`src/rtl/pc_gen_pkg.sv`:
```
// pc_gen_pkg: shared types and helpers for the fetch PC generator.
//   ctl_op_t     : control-transfer op codes supplied by the execute stage.
//   state_t      : fetch FSM states.
//   branch_taken : resolves the taken condition of an op from the comparator flags.
package pc_gen_pkg;

  typedef enum logic [3:0] {
    OP_NONE = 4'd0,
    OP_BEQ  = 4'd1,
    OP_BNE  = 4'd2,
    OP_BGEZ = 4'd3,
    OP_BGTZ = 4'd4,
    OP_BLEZ = 4'd5,
    OP_BLTZ = 4'd6,
    OP_J    = 4'd7,
    OP_JAL  = 4'd8,
    OP_JALR = 4'd9,
    OP_HALT = 4'd10
  } ctl_op_t;

  typedef enum logic [1:0] {
    ST_BOOT   = 2'd0,
    ST_RUN    = 2'd1,
    ST_BUBBLE = 2'd2,
    ST_HALT   = 2'd3
  } state_t;

  // Jumps are unconditionally taken; NONE and HALT never redirect.
  function automatic logic branch_taken(input ctl_op_t op, input logic eq,
                                        input logic gez, input logic gtz);
    case (op)
      OP_BEQ:                  return eq;
      OP_BNE:                  return !eq;
      OP_BGEZ:                 return gez;
      OP_BLTZ:                 return !gez;
      OP_BGTZ:                 return gtz;
      OP_BLEZ:                 return !gtz;
      OP_J, OP_JAL, OP_JALR:   return 1'b1;
      default:                 return 1'b0;
    endcase
  endfunction

endpackage

```
`src/rtl/pc_target_calc.sv`:
```
// pc_target_calc: combinational taken/target resolution for one execute-stage op.
// Ports:
//   i_op, i_pc, i_imm, i_target, i_jr_addr : resolved op and its operands
//   i_cmp_eq, i_cmp_gez, i_cmp_gtz         : comparator flags for rs/rt
//   o_taken                                : op transfers control
//   o_target                               : destination word PC (wraps mod 2^PC_W)
module pc_target_calc
  import pc_gen_pkg::*;
#(
  parameter int PC_W  = 30,
  parameter int IMM_W = 16,
  parameter int TGT_W = 26
) (
  input  ctl_op_t           i_op,
  input  logic [PC_W-1:0]   i_pc,
  input  logic [IMM_W-1:0]  i_imm,
  input  logic [TGT_W-1:0]  i_target,
  input  logic [PC_W-1:0]   i_jr_addr,
  input  logic              i_cmp_eq,
  input  logic              i_cmp_gez,
  input  logic              i_cmp_gtz,
  output logic              o_taken,
  output logic [PC_W-1:0]   o_target
);

  logic [PC_W-1:0] w_pc_plus1;
  logic [PC_W-1:0] w_imm_sext;

  assign w_pc_plus1 = i_pc + PC_W'(1);
  assign w_imm_sext = {{(PC_W-IMM_W){i_imm[IMM_W-1]}}, i_imm};
  assign o_taken    = branch_taken(i_op, i_cmp_eq, i_cmp_gez, i_cmp_gtz);

  always_comb begin
    // NOTE: every always_comb output gets a default first so no path infers a latch.
    o_target = w_pc_plus1 + w_imm_sext;
    case (i_op)
      // Jumps keep the region bits of the delay-slot PC and splice in the field.
      OP_J, OP_JAL: o_target = {w_pc_plus1[PC_W-1:TGT_W], i_target};
      OP_JALR:      o_target = i_jr_addr;
      default:      ;
    endcase
  end

endmodule

```
`src/rtl/pc_gen.sv`:
```
// pc_gen: fetch PC register and control-transfer resolution.
// FSM BOOT -> RUN; a redirect passes through one BUBBLE cycle (flush pulse),
// HALT parks the PC until resume, which re-enters through BOOT.
// Ports:
//   clk, rst (async, active high)
//   stall                  : hold fetch PC in RUN
//   ex_*, cmp_*            : resolved control-transfer op from execute
//   resume                 : leave HALT
//   pc, fetch_valid        : fetch address and its qualifier
//   flush                  : one-cycle kill of younger IF/ID instructions
//   halted                 : HALT state indicator
// Optional build macro PC_GEN_STATS_EN adds saturating redirect_cnt/stall_cnt outputs.
module pc_gen
  import pc_gen_pkg::*;
#(
  parameter int              PC_W     = 30,
  parameter int              IMM_W    = 16,
  parameter int              TGT_W    = 26,
  parameter logic [PC_W-1:0] RESET_PC = '0
) (
  input  logic              clk,
  input  logic              rst,
  input  logic              stall,
  input  logic              ex_valid,
  input  ctl_op_t           ex_op,
  input  logic [PC_W-1:0]   ex_pc,
  input  logic [IMM_W-1:0]  ex_imm,
  input  logic [TGT_W-1:0]  ex_target,
  input  logic [PC_W-1:0]   ex_jr_addr,
  input  logic              cmp_eq,
  input  logic              cmp_gez,
  input  logic              cmp_gtz,
  input  logic              resume,
  output logic [PC_W-1:0]   pc,
  output logic              fetch_valid,
  output logic              flush,
  output logic              halted
`ifdef PC_GEN_STATS_EN
  ,
  output logic [31:0]       redirect_cnt,
  output logic [31:0]       stall_cnt
`endif
);

  state_t          r_state, w_next_state;
  logic [PC_W-1:0] r_pc, w_next_pc;
  logic            r_flush, w_next_flush;
  logic            w_taken;
  logic [PC_W-1:0] w_target;
  logic            w_redirect;
  logic            w_halt_req;

  pc_target_calc #(
    .PC_W  (PC_W),
    .IMM_W (IMM_W),
    .TGT_W (TGT_W)
  ) u_target (
    .i_op      (ex_op),
    .i_pc      (ex_pc),
    .i_imm     (ex_imm),
    .i_target  (ex_target),
    .i_jr_addr (ex_jr_addr),
    .i_cmp_eq  (ex_valid ? cmp_eq  : 1'b0),
    .i_cmp_gez (ex_valid ? cmp_gez : 1'b0),
    .i_cmp_gtz (ex_valid ? cmp_gtz : 1'b0),
    .o_taken   (w_taken),
    .o_target  (w_target)
  );

  assign w_redirect = ex_valid & w_taken;
  assign w_halt_req = ex_valid & (ex_op == OP_HALT);

  // State register, PC and registered flush.
  always_ff @(posedge clk or posedge rst) begin
    if (rst) begin
      r_state <= ST_BOOT;
      r_pc    <= RESET_PC;
      r_flush <= 1'b0;
    end else begin
      // NOTE: sequential state uses <= so every register samples pre-edge values.
      r_state <= w_next_state;
      r_pc    <= w_next_pc;
      r_flush <= w_next_flush;
    end
  end

  // Next-state / next-PC. Only RUN acts on execute-stage requests;
  // priority there is redirect > HALT > stall > increment.
  always_comb begin
    w_next_state = r_state;
    w_next_pc    = r_pc;
    w_next_flush = 1'b0;
    case (r_state)
      ST_BOOT:   w_next_state = ST_RUN;
      ST_RUN: begin
        if (w_redirect) begin
          w_next_pc    = w_target;
          w_next_flush = 1'b1;
          w_next_state = ST_BUBBLE;
        end else if (w_halt_req) begin
          w_next_pc    = ex_pc + PC_W'(1);
          w_next_flush = 1'b1;
          w_next_state = ST_HALT;
        end else if (!stall) begin
          w_next_pc = r_pc + PC_W'(1);
        end
      end
      ST_BUBBLE: w_next_state = ST_RUN;
      ST_HALT:   if (resume) w_next_state = ST_BOOT;
      default:   w_next_state = ST_BOOT;
    endcase
  end

  // Moore outputs.
  always_comb begin
    fetch_valid = (r_state == ST_RUN);
    halted      = (r_state == ST_HALT);
  end

  assign pc    = r_pc;
  assign flush = r_flush;

`ifdef PC_GEN_STATS_EN
  logic [31:0] r_redirect_cnt;
  logic [31:0] r_stall_cnt;
  logic        w_run;

  assign w_run = (r_state == ST_RUN);

  always_ff @(posedge clk or posedge rst) begin
    if (rst) begin
      r_redirect_cnt <= '0;
      r_stall_cnt    <= '0;
    end else begin
      if (w_run && w_redirect && (r_redirect_cnt != '1))
        r_redirect_cnt <= r_redirect_cnt + 32'd1;
      if (w_run && stall && !w_redirect && (r_stall_cnt != '1))
        r_stall_cnt <= r_stall_cnt + 32'd1;
    end
  end

  assign redirect_cnt = r_redirect_cnt;
  assign stall_cnt    = r_stall_cnt;
`endif

endmodule

```
`config.mk`:
```
export PLATFORM = sky130hd
export DESIGN_NAME = pc_gen
export DESIGN_NICKNAME = d
export VERILOG_FILES = /design/src/rtl/pc_gen_pkg.sv /design/src/rtl/pc_target_calc.sv /design/src/rtl/pc_gen.sv
export SDC_FILE = /design/constraint.sdc
export NUM_CORES = 1
export LEC_CHECK = 0
export ABC_CLOCK_PERIOD_IN_PS = 3200
export CAP_MARGIN = 20
export CORE_MARGIN = 2
export CORE_UTILIZATION = 50
export DETAILED_ROUTE_END_ITERATION = 10
export PLACE_DENSITY = 0.94
export SYNTH_ARGS = -nofsm -noshare
export SYNTH_HDL_FRONTEND = slang
export SYNTH_SLANG_ARGS = --single-unit
```
`constraint.sdc`:
```
create_clock -name clk -period 3.2 [get_ports clk]
set_input_delay 0.48 -clock clk [delete_from_list [all_inputs] [get_ports clk]]
set_output_delay 0.48 -clock clk [all_outputs]
set_load 0.01 [all_outputs]
```
==> impl_results.md, run 1 <==
* Port Buffer Count at 146
* Syn_nets at 823
* Mapped Area at 4900 um2
* Cell taking the most area after synthesis: dfrtp_1
* Synth Instances at 670
* Initial Util at 50.8%
* H-tree depth at 2
* Worst endpoint type: sequential cell input
* Grt total ovfl at 24
* CTS Buf Count at 5
* CTS root buf: clkbuf_8
* Final HPWL DP at 18,300 um
* Placed cell areas at 7620 um2
* Die Ht at 103 um
* Predominant post-synthesis flop cell: dfrtp_1
* Yosys reg bits at 33
* Sequential fraction of the synthesis area at 16.9%
* Leading post-synthesis cells by cell area: dfrtp_1 (17%), ha_1 (9.7%), xnor2_1 (7.5%)
* Io pins at 147
* Clk sink count at 33
* Total GRT Usage at 71.8%
* Synth warn at 0
* Num rows at 36
* Outcome: did not finish
* Cts hold-fix bufs at 0
* Maximum clock path buffer count at 2
* Post-synth EDFFs at 0
* Routability Congestion at 1.10
* Number of distinct library cells after synthesis at 67
* Ys async rst share at 100%
* Largest net degree at the start of global routing at 34
* Stop stage: global routing (5_1_grt)
* Pre-CTS WS at -0.994 ns
* Error msg: [ERROR GRT-0232] Routing congestion too high. Check the congestion heatmap in the GUI.
* Die X-Extent at 103 um
* Worst_ep grt: pc[25]$_DFFE_PP0P_/D
* Syn Area/Cell at 7.31 um2
* Synth top area share at 16.9%
[cells in the mapped netlist (2+ instances only)]
library cell / n
a211oi_1: 11
a21o_1: 13
a21oi_1: 47
a221o_1: 2
a221oi_1: 11
a222oi_1: 3
a22o_1: 7
a22oi_1: 14
a31oi_1: 11
and2_1: 4
and3_1: 17
and4_1: 9
buf_2: 7
clkbuf_1: 19
dfrtp_1: 33
ha_1: 38
inv_1: 22
mux2i_1: 4
nand2_1: 67
nand2b_1: 4
nand3_1: 33
nand4_1: 20
nand4b_1: 2
nor2_1: 62
nor2b_1: 4
nor3_1: 10
nor3b_1: 3
nor4_1: 5
nor4b_1: 2
o211ai_1: 8
o21ai_0: 54
o21ai_1: 2
o21bai_1: 9
o22a_1: 2
o22ai_1: 12
o31ai_1: 5
or3_1: 4
or3b_1: 2
xnor2_1: 42
xor2_1: 19
[per-layer routing]
layer	GRT usage (%)	overflow
met5	13.0	0
met4	70.0	10
met3	59.4	1
met2	88.1	13
met1	71.7	0
[cell families after synthesis]
| family | synth area share [%] |
|---|---|
| AO/OA/AOI/OAI | 30.7 |
| adder cells (fa/ha/maj) | 10.1 |
| XOR/XNOR | 10.9 |
| buffers and inverters | 3.86 |
| multiplexers | 0.817 |
| flip-flops | 16.9 |
| AND/OR/NAND/NOR | 26.7 |
[repair_timing]
item,in CTS
pin swaps,47
gates resized for setup,100
buffers inserted,13
endpoints found under the setup margin,24
[through the flow]
step	util, %	instances
after floorplan	-	670
after global placement	79.1	1081
after detailed placement	79.1	1081
after CTS	84.1	1102
==> inputs of run 2 (changes only) <==
CORE_UTILIZATION = 35   (was 50)
PLACE_DENSITY = default   (was 0.94)
PLACE_DENSITY_LB_ADDON = 0.15   (was default)
==> run 2 against run 1 <==
Against the previous run:
- the flow now finishes, with violations (negative setup slack)
- synthesized area unchanged
- synthesized cell count unchanged
==> impl_results.md, run 2 <==
* Most frequent cells in the layout: buf_4 (200), clkdlybuf4s50_1 (126), nand2_1 (62)
* Syn_nets at 823 (unchanged)
* Final min period at 3.20 ns
* Power density over cell area at 407 nW/um2
* Count leader, synth: nand2_1 (unchanged)
* Power, Total at 3.55 mW
* CTS Buf Count at 5 (unchanged)
* Violated checks: negative setup slack
* Worst skew pair latency at 0.29 ns
* ANT nets after route at 0
* Cts hold-fix bufs at 0 (unchanged)
* Final setup fails at 1
* Worst slew margin at 65.7%
* Vias/cell at 5.58
* Routability Congestion at 0.940 (was 1.10)
* Final Cycle Share at 100%
* Setup crit end kind: register
* Max Cap Viol at 0
* Max-slew violations at 0
* Slew @ Worst Pin at 0.511 ns
* Layout area overhead at 78.1%
* Predominant post-synthesis flop cell: dfrtp_1 (unchanged)
* Number of distinct library cells after synthesis at 67 (unchanged)
* Io pins at 147 (unchanged)
* Synth top area share at 16.9% (unchanged)
* Final hold slack at 0.461 ns
* Worst path required time at 3.41 ns
* Core Util, Final at 63.3%
* Sequential fraction of the synthesis area at 16.9% (unchanged)
* Type of the worst min-delay path: reg2reg
* Synth Instances at 670 (unchanged)
* # DRC at 0
* Leakage at 3.82 nW
* Clock skew at 0.00586 ns
* Final worst setup slack at -0.00150 ns
* Synth warn at 0 (unchanged)
* Die X-Extent at 122 um (was 103 um)
* Initial DRC Count at 440
* Grt total ovfl at 0
* Most frequent cells after synthesis: nand2_1 (67), nor2_1 (62), o21ai_0 (54) (unchanged)
* Finished Layout Cells at 1,187
* Total GRT Usage at 29.3%
* Outcome: complete, but fails checks (was did not finish)
* Largest net degree at the start of global routing at 40
* Crit Path Max Fanout at 5
* Post-synth EDFFs at 0 (unchanged)
* First-pass GRT wire length at 34,000 um
* Final HPWL DP at 17,500 um (was 18,300 um)
* Fillcell total at 1,233
* Initial antenna violation count at 0
* Final nets at 1,159
* Yosys reg bits at 33 (unchanged)
* CTS tree: done
* Most common cell after layout, fill and taps aside: buf_4
* Crit path DAT at 3.41 ns
* Share of cells above drive strength 1 at 31.0%
* Leading post-synthesis cells by cell area: dfrtp_1 (17%), ha_1 (9.7%), xnor2_1 (7.5%) (unchanged)
* Startpoint Class: primary input
* Port Buffer Count at 146 (unchanged)
* Routed via count at 6,622
* Routed wire length per instance at 18.8 um
* Core area at 13,800 um2
* Clk slew on worst S/H paths at 0.06 ns
* Number of global-route vias before repair at 6,211
* Cell taking the most area after synthesis: dfrtp_1 (unchanged)
* Die Ht at 122 um (was 103 um)
* Clk sink count at 33 (unchanged)
* H-tree depth at 2 (unchanged)
* Placed cell count at 1,147 (was 1,081)
* CTS root buf: clkbuf_16 (was clkbuf_8)
* Pre-Repair DR Iteration Count at 5
* Critical path class: in2reg
* Worst VDD drop at 0.220 mV
* Fmax at 312 MHz
* Maximum clock path buffer count at 2 (unchanged)
* Endpoints failing hold at 0
* Syn Area/Cell at 7.31 um2 (unchanged)
* Mapped Area at 4900 um2 (unchanged)
* Num rows at 43 (was 36)
* Initial Util at 35.6% (was 50.8%)
* Final WL at 22,300 um
* Largest register FFs at 30
* Die area at 15,000 um2
* RSZ-0062 raised after global routing: yes
* Antenna diodes at 0
* Ys async rst share at 100% (unchanged)
[run 2: cell counts after synthesis]
Identical to the previous run, type by type.
[run 2: through the flow]
step	setup slack, ns	instance area [um2]	TNS [ns]
finish	-0.00150	8720	-0.00150
global route	-0.139	8720	-0.869
CTS	0.00142	8430	0
detailed placement	-1.01	7840	-17.25
global placement	-0.900	7840	-14.84
floorplan	-0.0386	4910	-0.0788
[run 2: path summary, 6_finish.rpt]
check / slack, ns / end / startpoint / depth (start not counted)
worst min register to register: 0.46 / r_state[0]$_DFFE_PP0P_ / r_state[0]$_DFFE_PP0P_ / 1
worst max register to register: 0.60 / pc[24]$_DFFE_PP0P_ / pc[5]$_DFFE_PP0P_ / 8
max in group asynchronous: 2.26 / pc[5]$_DFFE_PP0P_ / rst / 3
worst max-delay path: -0.002 / pc[25]$_DFFE_PP0P_ / ex_pc[7] / 14
min in group asynchronous: 0.59 / pc[26]$_DFFE_PP0P_ / rst / 3
worst min-delay path: 0.46 / r_state[0]$_DFFE_PP0P_ / r_state[0]$_DFFE_PP0P_ / 1
[run 2: cell type report]
cell class                 count  area, um2  area share (%)
clock buffer                   6        129            1.48
clock inverter                 2       10.0           0.115
inverter                      22       82.6           0.947
multi-input combinational    589       4370            50.1
sequential                    33        826            9.47
tap                          180        225            2.58
timing repair buffer         355       3080            35.3
[run 2: metal layers]
layer / share of wire [%] / up-vias / global-route usage (%)
met5: 0 / - / 0
met4: 1.5 / 0 / 6.68
met3: 6.8 / 25 / 2.56
met2: 44 / 247 / 45.9
met1: 47 / 3140 / 43.3
li1: - / 3210 / -
[run 2: worst max-delay path, cell delays in order]
cell	delay, ns
clkdlybuf4s15_1	0.19
inv_2	0.07
buf_4	0.15
xnor2_1	0.44
ha_1	0.27
nand4_1	0.16
nor2_2	0.18
a211oi_2	0.09
o211ai_1	0.45
a32o_2	0.28
buf_6	0.10
nor3_1	0.03
or3b_1	0.35
a31oi_1	0.17
[run 2: report_power, final]
group          leakage (nW)  internal [mW]  switching, mW  total, mW
clock                0.0706          0.286          0.195      0.481
sequential            0.387          0.606          0.302      0.908
combinational          3.36           1.15           1.01       2.16
[run 2: repair_timing]
action / CTS / global route
pin swaps: 47 / 55
hold endpoints to repair: 0 / 0
endpoints found under the setup margin: 23 / 16
gates resized for setup: 109 / 47
setup buffers: 24 / 8
[run 2: cells by family after synthesis]
logic type / count (synthesis) / share of synthesized area, %
and+or+nand+nor: 257 / 26.7
AOI/OAI and AO/OA: 228 / 30.7
xor gates and xnor gates: 61 / 10.9
buffers and inverters: 48 / 3.86
adders and majority gates: 39 / 10.1
DFF: 33 / 16.9
muxes: 4 / 0.817
No activity file was read; power rests on OpenSTA's default activity.
